==> config.mk <==
export PLATFORM = sky130hd
export DESIGN_NAME = elem_unary_seq_flat
export DESIGN_NICKNAME = d
export VERILOG_FILES = /design/src/rtl/elem_unary_seq_if.sv /design/src/rtl/elem_unary_seq.sv /design/src/flat_wrapper.sv
export SDC_FILE = /design/constraint.sdc
export NUM_CORES = 1
export LEC_CHECK = 0
export ABC_AREA = 1
export BUFFER_PORTS_ARGS = -buffer_cell sky130_fd_sc_hd__clkbuf_2
export CAP_MARGIN = 20
export CELL_PAD_IN_SITES_DETAIL_PLACEMENT = 1
export CELL_PAD_IN_SITES_GLOBAL_PLACEMENT = 2
export CORE_AREA = 2 2 90 92
export CTS_CLUSTER_SIZE = 16
export DETAILED_ROUTE_END_ITERATION = 12
export DIE_AREA = 0 0 92 94
export PLACE_DENSITY = 0.87
export SLEW_MARGIN = 20
export SYNTH_ARGS = -nofsm -noshare
export SYNTH_HDL_FRONTEND = slang
export SYNTH_SLANG_ARGS = --single-unit
==> constraint.sdc <==
create_clock -name g_clk -period 2 [get_ports g_clk]
set_input_delay 0.2 -clock g_clk [delete_from_list [all_inputs] [get_ports g_clk]]
set_output_delay 0.2 -clock g_clk [all_outputs]
set_load 0.005 [all_outputs]
==> src/rtl/elem_unary_seq_if.sv <==
// Common fixed-point port bundle: clock, synchronous reset and the data width.
interface fixedp #(
  parameter int unsigned WIDTH = 16
) ();
  logic clk;
  logic reset;

  modport master (output clk, output reset);
  modport slave  (input  clk, input  reset);
endinterface

==> src/rtl/elem_unary_seq.sv <==
// Element-by-element unary operator (pass / neg / abs / -abs) on a ROWS x COLS
// fixed-point matrix, LANES elements per clock, start/busy/done handshake.
module elem_unary_seq #(
  parameter int unsigned ROWS  = 1,
  parameter int unsigned COLS  = 1,
  parameter int unsigned LANES = 1,
  parameter int unsigned SAT   = 1,
  parameter int unsigned W     = 16   // element width; keep equal to g.WIDTH
) (
  fixedp.slave                           g,
  input  logic                           start,
  input  logic [1:0]                     mode,
  input  logic [ROWS:1][COLS:1][W-1:0]   a,
  output logic [ROWS:1][COLS:1][W-1:0]   f,
  output logic                           busy,
  output logic                           done
);

  localparam int unsigned N  = ROWS * COLS;
  localparam int unsigned IW = $clog2(N + LANES + 1);

  localparam logic [0:0] IDLE = 1'b0;
  localparam logic [0:0] RUN  = 1'b1;

  localparam logic [W-1:0] MIN_V = {1'b1, {(W-1){1'b0}}};
  localparam logic [W-1:0] MAX_V = ~MIN_V;

  logic [0:0]              state_q, state_d;
  logic [IW-1:0]           idx_q, idx_d;
  logic [IW-1:0]           beat_end;
  logic [1:0]              mode_q, mode_d;
  logic [N-1:0][W-1:0]     a_flat;
  logic [N-1:0][W-1:0]     a_q, a_d;
  logic [N-1:0][W-1:0]     f_q, f_d;
  logic                    busy_d, done_d;

  // Row-major flattening of the operand and result matrices.
  for (genvar r = 1; r <= int'(ROWS); r++) begin : g_row
    for (genvar c = 1; c <= int'(COLS); c++) begin : g_col
      assign a_flat[(r-1)*int'(COLS) + (c-1)] = a[r][c];
      assign f[r][c] = f_q[(r-1)*int'(COLS) + (c-1)];
    end
  end

  // One element through the selected operator; MIN under neg/abs is the only overflow.
  function automatic logic [W-1:0] apply_op(input logic [W-1:0] x, input logic [1:0] m);
    logic [W-1:0] neg;
    logic [W-1:0] r;
    neg = -x;
    case (m)
      2'd0:    r = x;
      2'd1:    r = neg;
      2'd2:    r = x[W-1] ? neg : x;
      default: r = x[W-1] ? x : neg;
    endcase
    if ((SAT != 0) && (x == MIN_V) && ((m == 2'd1) || (m == 2'd2)))
      r = MAX_V;
    return r;
  endfunction

  // Next-state and datapath: snapshot on start, then LANES elements per beat.
  always_comb begin
    state_d  = state_q;
    idx_d    = idx_q;
    mode_d   = mode_q;
    a_d      = a_q;
    f_d      = f_q;
    busy_d   = busy;
    done_d   = 1'b0;
    beat_end = idx_q + IW'(LANES);
    case (state_q)
      IDLE: begin
        if (start) begin
          a_d     = a_flat;
          mode_d  = mode;
          idx_d   = '0;
          busy_d  = 1'b1;
          state_d = RUN;
        end
      end
      RUN: begin
        // Lanes falling past the last element have no matching index and write nothing.
        for (int j = 0; j < int'(N); j++) begin
          if ((IW'(j) >= idx_q) && (IW'(j) < beat_end))
            f_d[j] = apply_op(a_q[j], mode_q);
        end
        idx_d = beat_end;
        if (beat_end >= IW'(N)) begin
          state_d = IDLE;
          busy_d  = 1'b0;
          done_d  = 1'b1;
        end
      end
      default: state_d = IDLE;
    endcase
  end

  // State and output registers; reset aborts any operation and clears f.
  always_ff @(posedge g.clk) begin
    if (g.reset) begin
      state_q <= IDLE;
      idx_q   <= '0;
      mode_q  <= '0;
      a_q     <= '0;
      f_q     <= '0;
      busy    <= 1'b0;
      done    <= 1'b0;
    end else begin
      state_q <= state_d;
      idx_q   <= idx_d;
      mode_q  <= mode_d;
      a_q     <= a_d;
      f_q     <= f_d;
      busy    <= busy_d;
      done    <= done_d;
    end
  end

endmodule
==> src/flat_wrapper.sv <==
// flat-port wrapper written by rule: the top's interface ports become plain ports
module elem_unary_seq_flat 
#(
  parameter int unsigned ROWS  = 1,
  parameter int unsigned COLS  = 1,
  parameter int unsigned LANES = 1,
  parameter int unsigned SAT   = 1,
  parameter int unsigned W     = 16                                          
)
  (start, mode, a, f, busy, done, g_clk, g_reset);
  fixedp g_i ();
  input  logic start;
  input  logic [1:0] mode;
  input  logic [ROWS:1][COLS:1][W-1:0] a;
  output logic [ROWS:1][COLS:1][W-1:0] f;
  output logic busy;
  output logic done;
  input wire logic [$bits(g_i.clk)-1:0] g_clk;
  input wire logic [$bits(g_i.reset)-1:0] g_reset;
  assign g_i.clk = g_clk;
  assign g_i.reset = g_reset;
  elem_unary_seq #(.ROWS(ROWS), .COLS(COLS), .LANES(LANES), .SAT(SAT), .W(W)) u_core (.g(g_i), .start(start), .mode(mode), .a(a), .f(f), .busy(busy), .done(done));
endmodule
==> metrics.csv, run 1 <==
stage,metric,value,unit
placement,placed_cell_area,2680,um^2
cells_and_area,layout.nets,414,
global_route,grt_max_degree,25,
timing,fin_ws,0.214,ns
power_and_ir_drop,p_int,1.58,mW
timing,period_share,0.893,
placement,port-buffer-count,38,
timing,skew,0.00965,ns
timing,tightestPinTransition,0.423,ns
worst_setup_path,cp-end-kind,flip-flop,
worst_setup_path,crit_top_cell,nand2_1,
clock_tree,cts_tree,yes,
synthesis,ys_types,30,
timing,setup_tns,0,ns
placement,placed_cells,478,
hold_path,hp-class,in -> reg,
power_and_ir_drop,power_density,826,nW/um^2
synthesis,syn_area,2310,um^2
synthesis,synth-seq-area-share,0.338,
timing,maxSlewViolCount,0,
clock_tree,clk_pin_slew,0.08,ns
power_and_ir_drop,swShare,0.327,
power_and_ir_drop,leakage,1.30,nW
route,drt-pass1-iter-count,4,
timing,min_period,1.79,ns
timing,max-slew-margin-rel,0.718,
clock_tree,cts_buffers,5,
worst_setup_path,cp_cell_sequence,nor2_2 -> nand2_1 -> nor2_2 -> nand3_2 -> nor3_2 -> ha_1 -> nand2_1 -> a32oi_1 -> nand2_1 -> a21oi_1,
placement,dp_hpwl,5470,um
worst_setup_path,crit_required,2.23,ns
route,routed_wirelength,7340,um
timing,hold_viol_final,0,
run,maxCapViolCount,0,
die,dieWidth,92,um
synthesis,synth_area_per_cell,6.88,um^2
placement,post-place-ws,0.0682,ns
timing,setup_viol,0,
clock_tree,htree_levels,2,
worst_setup_path,start_kind,flip-flop,
die,start_util,0.304,
cells_and_area,fin_area,2850,um^2
clock_tree,cts_root_buffer,clkbuf_8,
cells_and_area,instances_no_fill,487,
global_route,grt-ovfl-total,0,
power_and_ir_drop,ir_worst_vdd,0.000301,V
route,drtIter0Drc,80,
placement,place_congestion,0.895,
worst_setup_path,worstPathMaxFanout,5,
clock_tree,cts_buffer_depth,2,
die,dieArea,8650,um^2
clock_tree,postCtsHoldBufs,0,
route,vias,2438,
route,antenna_left,0,
clock_tree,cts.sinks,39,
die,ios,39,
cells_and_area,drive_gt1_frac,0.255,
timing,whs,0.154,ns
cells_and_area,post-route-util,0.375,
route,wl_per_cell,15.1,um
power_and_ir_drop,p_seq_frac,0.384,
global_route,grt_pass1_wl,12400,um
worst_setup_path,cp_slowest_cell,dfxtp_1,
clock_tree,clock_latency,0.30,ns
synthesis,netlist_instances,336,
power_and_ir_drop,power,2.35,mW
worst_setup_path,rr_worst_depth,10,
route,viasPerCell,5.01,
worst_setup_path,worst-setup-path-type,reg -> reg,
cells_and_area,filler_cell_count,1000,
synthesis,yosys_register_bits,39,
route,drc,0,
global_route,first_global_vias,2574,
outcome,status,"complete, no violations",
worst_setup_path,arrival,2.02,ns
hold_path,min_path_cells,3,
die,core_area,7610,um^2
die,rows,32,
die,die_y,94,um
power_and_ir_drop,p_comb_frac,0.275,
power_and_ir_drop,p_clk_frac,0.341,
cells_and_area,syn2layout_area_growth,23.3,%
cells_and_area,diodes,0,
global_route,grt_usage,0.184,
synthesis,synth_nets,366,
timing,rsz0062_at_grt,no,
synthesis,ys_warn_count,0,
timing,fmax,560,MHz
worst_setup_path,max_stage_delay,0.36,ns
global_route,antenna_found_initial,0,
power_and_ir_drop,switching_power,770,uW
## metal layers
metal	global-route usage	vias to the layer above	part of all wire	routed length (um)
met5	0	-	0	0
met4	0.0796	0	0.028	208
met3	0.0313	16	0.028	209
met2	0.326	36	0.49	3570
met1	0.218	1168	0.46	3360
li1	-	1218	-	-
## final timing paths
| kind | from | to | slack [ns] |
|---|---|---|---|
| min | a[10] | u_core.a_q[10] | 0.15 |
| max reg2reg | u_core.a_q[5] | u_core.f[15] | 0.21 |
| min reg2reg | u_core.idx_q[1] | u_core.idx_q[1] | 0.49 |
| max | u_core.a_q[5] | u_core.f[15] | 0.21 |
## worst max-delay path: cells and delay by family, from the launching register on
kind	cells	cell delay, ns
AND/OR/NAND/NOR	7	0.84
adder cells (fa/ha/maj)	1	0.19
AO/OA/AOI/OAI	2	0.32
flip-flops	1	0.36
## final cells by class
cell class / instances / area, um^2 / share of cell area
well taps: 102 / 128 / 0.0448
multi-input cells: 253 / 1380 / 0.484
inverters: 31 / 116 / 0.0408
repair buffers: 54 / 310 / 0.109
clock inverters: 2 / 60.1 / 0.0211
flip-flops and latches: 39 / 785 / 0.275
clock buffers: 6 / 72.6 / 0.0255
## layout by cell type (no fill, tap or decap), types with 2 or more instances in the layout
| cell | Yosys | layout |
|---|---|---|
| a21oi_1 | 48 | 48 |
| a21oi_2 | 11 | 11 |
| buf_4 | 0 | 16 |
| bufinv_16 | 0 | 2 |
| clkbuf_2 | 0 | 38 |
| clkbuf_8 | 0 | 5 |
| dfxtp_1 | 39 | 36 |
| dfxtp_2 | 0 | 3 |
| ha_1 | 9 | 9 |
| inv_1 | 25 | 25 |
| inv_2 | 5 | 5 |
| nand2_1 | 67 | 67 |
| nand2_4 | 2 | 2 |
| nand3_1 | 23 | 22 |
| nand3_2 | 1 | 2 |
| nor2_1 | 29 | 26 |
| nor2_2 | 4 | 6 |
| nor2_4 | 1 | 2 |
| o21ai_0 | 39 | 39 |
| o22ai_1 | 4 | 4 |
| xor2_1 | 5 | 5 |
## state kept, by name, indices dropped and copies added, names as in the netlist
signal,cells
u_core.idx_q,2
u_core.a_q,16
u_core.done,1
u_core.mode_q,2
u_core.busy,1
u_core.f,16
u_core.state_q,1
## synthesized netlist by cell type, drive strengths merged
master	count	area [um^2]
nand2	70	280
a21oi	59	337
nor3	2	10.0
a32oi	1	8.76
a211oi	1	7.51
clkinv	1	3.75
or2	1	6.26
a31oi	1	12.5
o21ai	39	195
buf	3	20.0
clkbuf	10	37.5
o22ai	4	25.0
nor2	35	165
ha	9	113
nand4	2	27.5
nand3	24	125
xor2	5	43.8
inv	30	113
dfxtp	39	781
## power groups by stage
stage	Combinational, mW	Clock, mW	Sequential, mW
after floorplan	0.419	0	0.912
after global placement	0.632	0	0.914
after detailed placement	0.639	0	0.918
after CTS	0.643	0.826	0.900
after global routing	0.733	0.860	0.915
final	0.647	0.804	0.903
## what timing repair did
item / CTS / global route
gates resized for setup: 0 / 9
setup endpoints to repair: 0 / 1
buffers inserted: 0 / 1
## cells by family (layout without fill, tap and decap cells)
kind of cell / count (synthesis) / after routing / share of synthesized area
AND/OR/NAND/NOR: 134 / 134 / 0.266
AO/OA/AOI/OAI: 105 / 105 / 0.253
buffers and inverters: 44 / 93 / 0.0753
flip-flops: 39 / 39 / 0.338
adder cells (fa/ha/maj): 9 / 9 / 0.0487
XOR/XNOR: 5 / 5 / 0.0189
Note: power is estimated with default switching activity, not from simulation.
==> run 2: changes to the inputs <==
--- a/config.mk
+++ b/config.mk
@@ -10,10 +10,10 @@
 export CAP_MARGIN = 20
 export CELL_PAD_IN_SITES_DETAIL_PLACEMENT = 1
 export CELL_PAD_IN_SITES_GLOBAL_PLACEMENT = 2
-export CORE_AREA = 2 2 90 92
+export CORE_AREA = 2 2 86 96
 export CTS_CLUSTER_SIZE = 16
 export DETAILED_ROUTE_END_ITERATION = 12
-export DIE_AREA = 0 0 92 94
+export DIE_AREA = 0 0 88 98
 export PLACE_DENSITY = 0.87
 export SLEW_MARGIN = 20
 export SYNTH_ARGS = -nofsm -noshare
==> metrics.csv, run 2 (same netlist as run 1, synthesis figures left out) <==
stage,metric,value,unit,change
route,drtIter0Drc,162,,was 80
timing,rsz0062_at_grt,no,,unchanged
global_route,grt_usage,0.182,,was 0.184
cells_and_area,filler_cell_count,1017,,"was 1,000"
worst_setup_path,arrival,2.02,ns,about the same
timing,maxSlewViolCount,0,,unchanged
worst_setup_path,cp-end-kind,flip-flop,,unchanged
cells_and_area,final_cell_mix,"67 x nand2_1, 48 x a21oi_1, 39 x o21ai_0, 39 x dfxtp_1, 38 x clkbuf_2",,"was 67 x nand2_1, 48 x a21oi_1, 39 x o21ai_0"
clock_tree,cts_tree,yes,,unchanged
clock_tree,cts_root_buffer,clkbuf_8,,unchanged
clock_tree,cts.sinks,39,,unchanged
worst_setup_path,crit_top_cell,nand2_1,,unchanged
clock_tree,clock_latency,0.30,ns,about the same
worst_setup_path,crit_family,simple AND/OR/NAND/NOR gates,,unchanged
cells_and_area,drive_gt1_frac,0.231,,was 0.255
die,ios,39,,unchanged
die,dieWidth,88,um,was 92 um
route,viasPerCell,4.93,,was 5.01
cells_and_area,multi_input_comb_area,1360,um^2,was 1380 um^2
route,drc,0,,unchanged
die,die_y,98,um,was 94 um
timing,setup_viol,0,,unchanged
timing,max-slew-margin-rel,0.675,,was 0.718
die,dieArea,8620,um^2,was 8650 um^2
die,core_area,7700,um^2,was 7610 um^2
worst_setup_path,crit_required,2.23,ns,about the same
timing,skew,0.00661,ns,was 0.00965 ns
global_route,first_global_vias,2535,,"was 2,574"
timing,fmax,560,MHz,about the same
power_and_ir_drop,power_density,753,nW/um^2,was 826 nW/um^2
power_and_ir_drop,power,2.08,mW,was 2.35 mW
worst_setup_path,worstPathMaxFanout,5,,unchanged
placement,port-buffer-count,38,,unchanged
timing,tightestPinTransition,0.487,ns,was 0.423 ns
placement,dp_hpwl,5420,um,was 5470 um
clock_tree,postCtsSetupBuffers,0,,unchanged
die,start_util,0.300,,was 0.304
run,maxCapViolCount,0,,unchanged
route,wl_per_cell,15.0,um,was 15.1 um
global_route,grt_pass1_wl,12200,um,"was 12,400 um"
global_route,antenna_found_initial,0,,unchanged
clock_tree,clk_pin_slew,0.08,ns,about the same
outcome,status,"complete, no violations",,unchanged
placement,place_congestion,0.868,,was 0.895
power_and_ir_drop,leakage,1.26,nW,was 1.30 nW
global_route,grt_max_degree,35,,was 25
worst_setup_path,cp.buffers_inverters,0,,unchanged
route,antenna_left,0,,unchanged
clock_tree,cts_buffers,5,,unchanged
die,rows,34,,was 32
cells_and_area,layout_commonest_cell,nand2_1,,unchanged
worst_setup_path,start_kind,flip-flop,,unchanged
clock_tree,htree_levels,2,,unchanged
cells_and_area,layout.nets,410,,was 414
worst_setup_path,cp-startpoint,u_core.a_q[5],,unchanged
worst_setup_path,cp_cell_sequence,nor2_2 -> nand2_1 -> nor2_2 -> nand3_1 -> nor3_2 -> ha_1 -> nand2_1 -> a32oi_1 -> nand2_1 -> a21oi_1,,was nor2_2 -> nand2_1 -> nor2_2 -> nand3_2 -> nor3_2 -> ha_1 -> nand2_1 -> a32oi_1 -> nand2_1 -> a21oi_1
timing,hold_viol_final,0,,unchanged
timing,period_share,0.892,,was 0.893
worst_setup_path,max_stage_delay,0.36,ns,about the same
power_and_ir_drop,ir_worst_vdd,0.000280,V,was 0.000301 V
cells_and_area,syn2layout_area_growth,19.5,%,was 23.3%
route,vias,2411,,"was 2,438"
global_route,grt-ovfl-total,0,,unchanged
route,drt-pass1-iter-count,4,,unchanged
worst_setup_path,worst-setup-path-type,reg -> reg,,unchanged
hold_path,worstHoldStart,g_reset,,was a[10]
cells_and_area,regArea,781,um^2,was 785 um^2
route,routed_wirelength,7320,um,was 7340 um
clock_tree,cts_buffer_depth,2,,unchanged
worst_setup_path,rr_startpoint,u_core.a_q[5],,unchanged
worst_setup_path,cp_slowest_cell,dfxtp_1,,unchanged
hold_path,hp-class,in -> reg,,unchanged
cells_and_area,post-route-util,0.359,,was 0.375
cells_and_area,diodes,0,,unchanged
timing,min_period,1.78,ns,was 1.79 ns
timing,setup_tns,0,ns,unchanged
==> run 2: cell types whose count changed in the layout (fill, tap and decap cells not counted), sizes merged <==
cell,previous run,this run
buf,16,12
clkinv,1,2
clkinvlp,0,1
bufinv,2,0
==> run 2: worst register-to-register path, cell delays in order (launching register included) <==
cell	delay [ns]
dfxtp_1	0.36
nor2_2	0.19
nand2_1	0.11
nor2_2	0.13
nand3_1	0.13
nor3_2	0.17
ha_1	0.18
nand2_1	0.05
a32oi_1	0.21
nand2_1	0.07
a21oi_1	0.13
==> run 2: layout make-up <==
class                   count  share of cell area
inverters                  31              0.0421
well taps                 108              0.0489
clock inverters             2             0.00453
clock buffers               6              0.0263
repair buffers             50               0.101
flip-flops and latches     39               0.283
multi-input cells         253               0.494
==> run 2: path summary, 6_finish.rpt <==
path                                         to  slack (ns)  depth (start not counted)
worst max-delay path               u_core.f[15]        0.22                         10
worst min-delay path                u_core.done        0.16                          2
worst max register to register     u_core.f[15]        0.22                         10
worst min register to register  u_core.idx_q[1]        0.49                          2
==> run 2: power breakdown <==
group          internal, mW  switching (mW)  total [mW]
logic                 0.225           0.403       0.629
registers             0.844          0.0546       0.899
clock network         0.244           0.308       0.552
==> run 2: stage by stage <==
step	setup WS, ns	std cells	instance area (um^2)	hold WS [ns]
2_1_floorplan	0.309	336	2310	0.269
3_3_place_gp	0.233	481	2670	0.468
3_5_place_dp	0.0857	481	2670	0.479
4_1_cts	0.0508	489	2750	0.165
5_1_grt	0.0476	489	2760	0.167
6_report	0.215	489	2760	0.165
==> run 2: metal layers <==
| metal | global-route usage | vias up | wire length (um) |
|---|---|---|---|
| li1 | - | 1210 | - |
| met1 | 0.214 | 1152 | 3210 |
| met3 | 0.0321 | 11 | 182 |
| met5 | 0 | - | 0 |
| met4 | 0.0556 | 0 | 154 |
| met2 | 0.330 | 38 | 3780 |
==> run 2: timing repair <==
item,4_1_cts,5_1_grt
hold buffers,0,0
resized for setup,0,2
endpoints found under the setup margin,0,1
==> run 3: changes to the inputs <==
--- a/config.mk
+++ b/config.mk
@@ -19,3 +19,4 @@
 export SYNTH_ARGS = -nofsm -noshare
 export SYNTH_HDL_FRONTEND = slang
 export SYNTH_SLANG_ARGS = --single-unit
+export TNS_END_PERCENT = 20
==> constraint.sdc (replaced) <==
create_clock -name g_clk -period 2 [get_ports g_clk]
set_input_delay 0 -clock g_clk [delete_from_list [all_inputs] [get_ports g_clk]]
set_output_delay 0 -clock g_clk [all_outputs]
set_load 0.005 [all_outputs]
==> metrics.csv, run 3 (same netlist as run 1, synthesis figures left out) <==
stage,metric,value,unit,change
power_and_ir_drop,power_density,805,nW/um^2,was 753 nW/um^2
cells_and_area,final_cell_mix,"67 x nand2_1, 48 x a21oi_1, 39 x o21ai_0, 39 x dfxtp_1, 38 x clkbuf_2",,unchanged
worst_setup_path,cp-end-kind,flip-flop,,unchanged
cells_and_area,layout_commonest_cell,nand2_1,,unchanged
route,routed_wirelength,7550,um,was 7320 um
global_route,grt-ovfl-total,0,,unchanged
cells_and_area,drive_gt1_frac,0.226,,was 0.231
worst_setup_path,rr_worst_depth,10,,unchanged
placement,dp_hpwl,5570,um,was 5420 um
route,antenna_left,0,,unchanged
hold_path,hp-class,in -> reg,,unchanged
clock_tree,cts_buffers,5,,unchanged
timing,fmax,550,MHz,was 560 MHz
power_and_ir_drop,ir_worst_vdd,0.000337,V,was 0.000280 V
cells_and_area,fin_area,2940,um^2,was 2760 um^2
placement,port-buffer-count,38,,unchanged
worst_setup_path,crit_required,2.24,ns,was 2.23 ns
global_route,grt_max_degree,35,,unchanged
timing,period_share,0.910,,was 0.892
timing,tightestPinTransition,0.450,ns,was 0.487 ns
clock_tree,cts_buffer_depth,2,,unchanged
hold_path,min_to,u_core.mode_q[0],,was u_core.done
worst_setup_path,worstPathMaxFanout,5,,unchanged
worst_setup_path,arrival,2.06,ns,was 2.02 ns
clock_tree,cts_tree,yes,,unchanged
die,dieWidth,88,um,unchanged
die,dieArea,8620,um^2,unchanged
route,viasPerCell,4.91,,was 4.93
global_route,antenna_found_initial,0,,unchanged
timing,min_period,1.82,ns,was 1.78 ns
die,start_util,0.300,,unchanged
clock_tree,clock_latency,0.30,ns,about the same
placement,place_congestion,0.864,,was 0.868
timing,skew,0.00658,ns,was 0.00661 ns
hold_path,min_path_cells,3,,was 2
timing,setup_viol,0,,unchanged
cells_and_area,syn2layout_area_growth,27.2,%,was 19.5%
placement,placed_cell_area,2690,um^2,was 2670 um^2
worst_setup_path,r2r_slack,0.18,ns,was 0.22 ns
route,drc,0,,unchanged
global_route,grt_pass1_wl,12500,um,"was 12,200 um"
timing,rsz0062_at_grt,no,,unchanged
clock_tree,htree_levels,2,,unchanged
timing,max-slew-margin-rel,0.700,,was 0.675
die,die_y,98,um,unchanged
global_route,grt_usage,0.185,,was 0.182
route,drt-pass1-iter-count,4,,unchanged
cells_and_area,layout.nets,422,,was 410
timing,setup_tns,0,ns,unchanged
route,vias,2460,,"was 2,411"
placement,post-place-ws,0.120,ns,was 0.0857 ns
clock_tree,clk_pin_slew,0.09,ns,was 0.08 ns
route,wl_per_cell,15.1,um,was 15.0 um
worst_setup_path,start_kind,flip-flop,,unchanged
die,rows,34,,unchanged
timing,fin_ws,0.181,ns,was 0.215 ns
clock_tree,cts.sinks,39,,unchanged
die,ios,39,,unchanged
worst_setup_path,rr_startpoint,u_core.a_q[8],,was u_core.a_q[5]
worst_setup_path,worst-setup-path-type,reg -> reg,,unchanged
run,maxCapViolCount,0,,unchanged
hold_path,worstHoldStart,mode[0],,was g_reset
die,core_area,7700,um^2,unchanged
cells_and_area,diodes,0,,unchanged
outcome,status,"complete, no violations",,unchanged
timing,maxSlewViolCount,0,,unchanged
global_route,first_global_vias,2608,,"was 2,535"
worst_setup_path,r2r_end,u_core.f[15],,unchanged
clock_tree,cts_root_buffer,clkbuf_8,,unchanged
route,drtIter0Drc,86,,was 162
power_and_ir_drop,leakage,1.34,nW,was 1.26 nW
timing,hold_viol_final,0,,unchanged
run 3: layout make-up:
class,count,area [um^2]
Tap cell,108,135
Timing Repair Buffer,62,410
Fill cell,1006,4760
Clock buffer,6,72.6
Sequential cell,39,781
Multi-Input combinational cell,253,1360
Inverter,31,116
Clock inverter,2,60.1
run 3: where the power goes:
group	internal, mW	total [mW]	switching, mW
clock	0.499	0.813	0.313
sequential	0.844	0.900	0.0558
combinational	0.245	0.654	0.409
run 3: repair_timing:
action                                  CTS  global route
hold buffers                             11             0
endpoints found under the hold margin    14             0
gates resized for setup                   0             2
endpoints found under the setup margin    0             1
setup buffers                             0             0
run 3: critical path, cell delays in order, from the launching register on:
cell and delay [ns]:
dfxtp_1 0.37, nor2_2 0.19, nand2_1 0.08, nor2_1 0.13
nand3_1 0.14, nor3_2 0.17, ha_1 0.18, nand2_1 0.06
a32oi_1 0.23, nand2_1 0.08, a21oi_1 0.13
run 3: how the worst max path moves through the flow:
stage / startpoint / end / slack, ns
after global placement: u_core.a_q[5] / u_core.f[15] / 0.23
after floorplan: u_core.a_q[6] / u_core.f[15] / 0.31
final: u_core.a_q[8] / u_core.f[15] / 0.18
after detailed placement: u_core.a_q[5] / u_core.f[15] / 0.12
after CTS: u_core.a_q[5] / u_core.f[15] / 0.04
after global routing: u_core.a_q[3] / u_core.f[15] / 0.04
run 3: stage by stage:
step           hold slack (ns)  total power, mW  utilization  cells
3_3_place_gp             0.274             1.54        0.349    482
5_1_grt                 0.0231             2.50        0.382    501
4_1_cts                0.00560             2.38        0.381    501
3_5_place_dp             0.278             1.55        0.349    482
6_report               0.00220             2.37        0.382    501
2_1_floorplan           0.0691             1.33            -    336
run 3: per-layer routing:
layer | wire length (um) | vias up | global-route usage | share of wire
li1 | - | 1236 | - | -
met1 | 3260 | 1178 | 0.216 | 0.43
met2 | 3970 | 32 | 0.337 | 0.53
met3 | 143 | 14 | 0.0270 | 0.019
met4 | 169 | 0 | 0.0639 | 0.022
met5 | 0 | - | 0 | 0
